**config.mk**
```make
export PLATFORM = sky130hd
export DESIGN_NAME = ptvm_change_dispenser
export DESIGN_NICKNAME = d
export VERILOG_FILES = /design/src/rtl/ptvm_pkg.sv /design/src/rtl/ptvm_pulse_timer.sv /design/src/rtl/ptvm_change_dispenser.sv
export SDC_FILE = /design/constraint.sdc
export NUM_CORES = 1
export LEC_CHECK = 0
export ABC_CLOCK_PERIOD_IN_PS = 2900
export BUFFER_PORTS_ARGS = -buffer_cell sky130_fd_sc_hd__buf_2
export CAP_MARGIN = 20
export CELL_PAD_IN_SITES_DETAIL_PLACEMENT = 1
export CELL_PAD_IN_SITES_GLOBAL_PLACEMENT = 1
export CORE_AREA = 2 2 71 56
export DETAILED_ROUTE_END_ITERATION = 10
export DIE_AREA = 0 0 73 58
export PLACE_DENSITY = 0.88
export SYNTH_ARGS = -nofsm -noshare
export SYNTH_HDL_FRONTEND = slang
export SYNTH_SLANG_ARGS = --single-unit
```
**constraint.sdc**
```tcl
create_clock -name clock -period 2.9 [get_ports clock]
set_input_delay 0.58 -clock clock [delete_from_list [all_inputs] [get_ports clock]]
set_output_delay 0.58 -clock clock [all_outputs]
set_load 0.005 [all_outputs]
```
**src/rtl/ptvm_pkg.sv**
```systemverilog
// ptvm_pkg: shared coin codes, change limits and dispenser state encoding
package ptvm_pkg;
  localparam logic [2:0] NICKEL      = 3'b001;
  localparam logic [2:0] DIME        = 3'b010;
  localparam logic [2:0] NICKEL_DIME = 3'b011;
  localparam logic [2:0] DIME_DIME   = 3'b100;
  localparam logic [2:0] QUARTER     = 3'b101;
  localparam logic [2:0] MAX_CHANGE  = 3'd4;
  typedef enum logic [2:0] {IDLE, SELECT, PULSE, GAP, DONE} disp_state_t;
endpackage

```
**src/rtl/ptvm_pulse_timer.sv**
```systemverilog
// ptvm_pulse_timer: loadable down-counter timing solenoid pulses and gaps
module ptvm_pulse_timer #(
  parameter int W = 4
) (
  input  logic         clock,
  input  logic         reset,
  input  logic         load,
  input  logic [W-1:0] load_value,
  output logic         expired
);
  logic [W-1:0] cnt;
  always_ff @(posedge clock)
    if (reset) cnt <= '0;
    else cnt <= load ? load_value : (cnt != '0 ? cnt - 1'b1 : cnt);
  assign expired = cnt == '0;
endmodule

```
**src/rtl/ptvm_change_dispenser.sv**
```systemverilog
// ptvm_change_dispenser: pays change one coin at a time from nickel/dime tubes
module ptvm_change_dispenser
  import ptvm_pkg::*;
#(
  parameter int PULSE_CYCLES = 4,
  parameter int GAP_CYCLES   = 2,
  parameter int CNT_W        = 4,
  parameter int TUBE_MAX     = 15,
  parameter int INIT_NICKELS = 8,
  parameter int INIT_DIMES   = 8
) (
  input  logic             clock,
  input  logic             reset,
  input  logic             chg_valid,
  input  logic [2:0]       chg_code,
  output logic             chg_ready,
  input  logic             load_nickel,
  input  logic             load_dime,
  output logic             nickel_sol,
  output logic             dime_sol,
  output logic             busy,
  output logic             done,
  output logic             short_fault,
  output logic [2:0]       remaining,
  output logic [CNT_W-1:0] nickel_cnt,
  output logic [CNT_W-1:0] dime_cnt,
  output logic             exact_change_only
);
  localparam int TW = $clog2((PULSE_CYCLES > GAP_CYCLES ? PULSE_CYCLES : GAP_CYCLES) + 1);
  localparam int SW = CNT_W + 2;
  disp_state_t state, state_n;
  logic [2:0] rem, rem_n, coin, coin_n;
  logic n_dec, d_dec, t_load, expired;
  logic [TW-1:0] t_val;
  logic [SW-1:0] value;
  ptvm_pulse_timer #(.W(TW)) u_timer (
    .clock(clock), .reset(reset), .load(t_load), .load_value(t_val), .expired(expired)
  );
  always_ff @(posedge clock)
    if (reset) begin
      state      <= IDLE;
      rem        <= '0;
      coin       <= '0;
      nickel_cnt <= CNT_W'(INIT_NICKELS);
      dime_cnt   <= CNT_W'(INIT_DIMES);
    end else begin
      state      <= state_n;
      rem        <= rem_n;
      coin       <= coin_n;
      nickel_cnt <= (load_nickel && !n_dec && nickel_cnt != CNT_W'(TUBE_MAX)) ? nickel_cnt + 1'b1 :
                    (n_dec && !load_nickel) ? nickel_cnt - 1'b1 : nickel_cnt;
      dime_cnt   <= (load_dime && !d_dec && dime_cnt != CNT_W'(TUBE_MAX)) ? dime_cnt + 1'b1 :
                    (d_dec && !load_dime) ? dime_cnt - 1'b1 : dime_cnt;
    end
  always_comb begin
    state_n = state;
    rem_n   = rem;
    coin_n  = coin;
    n_dec   = 1'b0;
    d_dec   = 1'b0;
    t_load  = 1'b0;
    t_val   = '0;
    case (state)
      IDLE: if (chg_valid) begin
        rem_n   = chg_code;
        state_n = chg_code > MAX_CHANGE ? DONE : SELECT;
      end
      SELECT: if (rem == 3'd0) state_n = DONE;
      else if (rem >= 3'd2 && dime_cnt != '0) begin
        coin_n  = DIME;
        rem_n   = rem - 3'd2;
        d_dec   = 1'b1;
        t_load  = 1'b1;
        t_val   = TW'(PULSE_CYCLES - 1);
        state_n = PULSE;
      end else if (nickel_cnt != '0) begin
        coin_n  = NICKEL;
        rem_n   = rem - 3'd1;
        n_dec   = 1'b1;
        t_load  = 1'b1;
        t_val   = TW'(PULSE_CYCLES - 1);
        state_n = PULSE;
      end else state_n = DONE;
      PULSE: if (expired) begin
        t_load  = 1'b1;
        t_val   = TW'(GAP_CYCLES - 1);
        state_n = GAP;
      end
      GAP: if (expired) state_n = SELECT;
      DONE: state_n = IDLE;
      default: state_n = IDLE;
    endcase
  end
  // A nonzero residue at DONE always means short pay or an illegal code
  assign chg_ready   = state == IDLE;
  assign busy        = !chg_ready;
  assign done        = state == DONE;
  assign short_fault = done && rem != 3'd0;
  assign remaining   = done ? rem : 3'd0;
  assign nickel_sol  = state == PULSE && coin == NICKEL;
  assign dime_sol    = state == PULSE && coin == DIME;
  assign value       = SW'(nickel_cnt) + (SW'(dime_cnt) << 1);
  assign exact_change_only = nickel_cnt == '0 || value < SW'(MAX_CHANGE);
endmodule

```
==> summary.md <==
| Metric | Value |
|---|---|
| Synth async-reset ratio | `0` |
| Ys flop type | `dfxtp_1` |
| Post-Syn Instances | `168` |
| Crit path max fanout | `4` |
| Status | `completed` |
| Global route overflow | `0` |
| Slew @ Worst Pin | `0.663 ns` |
| Crit path launch type | `register` |
| Mean area per synthesized cell | `8.43 um^2` |
| Worst R2R Setup Slack | `0.22 ns` |
| Final Hold Viols | `0` |
| EDFF count, synth | `0` |
| Crit end category | `register` |
| Share of layout cells above drive strength 1 | `0.221` |
| Required time worst endpoint | `3.09 ns` |
| Pwr Density | `626 nW/um^2` |
| CP arrival | `2.87 ns` |
| Die area | `4230 um^2` |
| First-pass GRT wire length | `6.00 mm` |
| CTS tree | `built` |
| Core box area | `3540 um^2` |
| Layout Skew | `0.00236 ns` |
| PortBufs | `25` |
| Gpl congestion | `0.790` |
| Vias in the first global route | `1303` |
| Via count | `1301` |
| Final TNS setup | `0 ns` |
| Synth Area in Simple Gates | `0.254` |
| Routed wire length | `3.55 mm` |
| CTS Root Cell | `clkbuf_8` |
| Slew HR | `0.555` |
| Clock H-tree levels | `1` |
| Total power | `1.02 mW` |
| # clock sinks | `19` |
| Area grow syn2layout | `14.7%` |
| Initial antenna violation count | `0` |
| Max-cap violations | `0` |
| Fin area | `1620 um^2` |
| Mapped Area | `1420 um^2` |
| Clk_lat worst skew | `0.26 ns` |
| Worst hold path class | `register to register` |
| Netlist cell types | `46` |
| CTS clk-pin slew, worst paths | `0.07 ns` |
| Synthesized-area fraction occupied by adder cells | `0.148` |
| Residual DRC | `0` |
| Num ports | `26` |
| Ant diodes | `0` |
| Drt wl/cell | `15.0 um` |
| Placed instance area | `1580 um^2` |
| Peak Freq | `373 MHz` |
| Final min period | `2.68 ns` |
| Clock Path Buffers | `2` |
| Yosys reg bits | `19` |
| Drt pass-1 iters | `4` |
| GRT Total Usage | `0.182` |
| Final ANT Viol Nets | `0` |
| Row count | `19` |
| Post-CTS Setup Bufs | `0` |
| Slew Viols, Final | `0` |
| Fin crit share | `0.926` |
| Final setup violation count | `0` |
| CP Class | `register to register` |
| Height of the die | `58 um` |
| Peak VDD IR | `0.287 mV` |
| CTS buffer count | `3` |
| Initial DRC count | `30` |
| Yosys warns | `0` |
| RSZ-0062 raised after global routing | `no` |
| Vias per inst | `5.49` |
| WHS | `0.485 ns` |
| Largest net degree at the start of global routing | `24` |
| Area fraction in compound gates after synthesis | `0.165` |
| Post-synthesis mux area share | `0.0654` |
| Nets@finish | `219` |
| Pleak | `0.759 nW` |
| Initial Utilization | `0.400` |
| Dpl hpwl | `2.72 mm` |
| Seq/Total Area, Yosys | `0.269` |
| Syn_nets | `191` |
| Die X | `73 um` |
| Xor/xnor cell area share of the yosys netlist | `0.0309` |
| Largest family of logic cells by synthesized area | `simple AND/OR/NAND/NOR gates` |
report_power, final:
part	leakage [nW]	internal, mW	switching (mW)	total [mW]
clock network	0.0228	0.0977	0.0888	0.187
logic	0.579	0.204	0.261	0.464
registers	0.157	0.313	0.0527	0.366
total	0.759	0.614	0.402	1.02
sequential cells by signal (all words and copies together) (netlist names):
register / count
state: 3
dime_cnt: 4
u_timer.cnt: 3
rem: 3
coin: 2
nickel_cnt: 4
cell type report:
cell class	instances	area, um^2
clock buffer	4	45.0
fill	448	1920
inverter	9	33.8
sequential	19	382
timing repair buffer	31	170
tap	42	52.6
multi-input combinational	132	941
placed cells by master (no fill, tap or decap), types with 4 or more instances in the layout:
master | netlist | final
a21oi_1 | 10 | 10
nand2_1 | 14 | 14
and3_1 | 5 | 5
buf_2 | 1 | 25
nor2_1 | 16 | 16
mux2i_1 | 7 | 7
inv_1 | 9 | 9
ha_1 | 12 | 12
nor3b_1 | 6 | 6
nand3_1 | 4 | 4
nor3_1 | 4 | 4
buf_4 | 1 | 6
dfxtp_1 | 19 | 18
o21ai_0 | 7 | 7
a31oi_1 | 4 | 4
nand2b_1 | 5 | 5
cell families after synthesis:
family          after synthesis
simple gates                 68
flops                        19
fa+ha+maj                    15
xor+xnor                      5
buf+inv                      17
compound gates               36
mux                           8
per-stage QoR:
stage / worst slack [ns] / util / instances
3_3_place_gp: 0.346 / 0.445 / 233
2_1_floorplan: 0.283 / - / 168
5_1_grt: 0.0189 / 0.458 / 237
6_report: 0.216 / 0.458 / 237
4_1_cts: 0.206 / 0.458 / 237
3_5_place_dp: 0.222 / 0.445 / 233
worst max-delay path, stage by stage (launching register included):
cell	delay, ns
dfxtp_1	0.34
inv_1	0.11
ha_1	0.14
or2b_2	0.32
a2111o_1	0.44
nand3_1	0.18
ha_1	0.26
a21o_1	0.18
a21oi_1	0.20
nor3b_1	0.08
a21oi_1	0.17
mux2i_1	0.20
path summary, 6_finish.rpt:
| check | from | end | depth (start not counted) |
|---|---|---|---|
| hold / removal | coin[1] | coin[1] | 2 |
| setup reg to reg | rem[0] | dime_cnt[3] | 11 |
| setup / recovery | rem[0] | dime_cnt[3] | 11 |
| hold reg to reg | coin[1] | coin[1] | 2 |
repair_timing:
| item | CTS | global route |
|---|---|---|
| resized for setup | 0 | 1 |
| hold buffers | 0 | 0 |
| setup endpoints to repair | 0 | 1 |
synthesized netlist by cell type, drive strengths merged (4+ instances only):
| cell type | number | area share |
|---|---|---|
| dfxtp | 19 | 0.27 |
| mux2i | 8 | 0.065 |
| nand3 | 4 | 0.014 |
| nor2 | 16 | 0.042 |
| and3 | 5 | 0.022 |
| nor3b | 6 | 0.032 |
| clkbuf | 4 | 0.018 |
| nand2b | 5 | 0.022 |
| a21oi | 10 | 0.035 |
| o21ai | 8 | 0.028 |
| inv | 9 | 0.024 |
| nor3 | 4 | 0.014 |
| a31oi | 4 | 0.018 |
| ha | 12 | 0.11 |
| nand2 | 14 | 0.037 |
per-layer routing:
layer,routed length (um),vias up,GRT usage
li1,-,645,-
met1,1730,630,0.246
met2,1700,26,0.301
met3,119,0,0.0365
met4,0,0,0.0423
met5,0,-,0
Power figures use the tool's default switching activity.
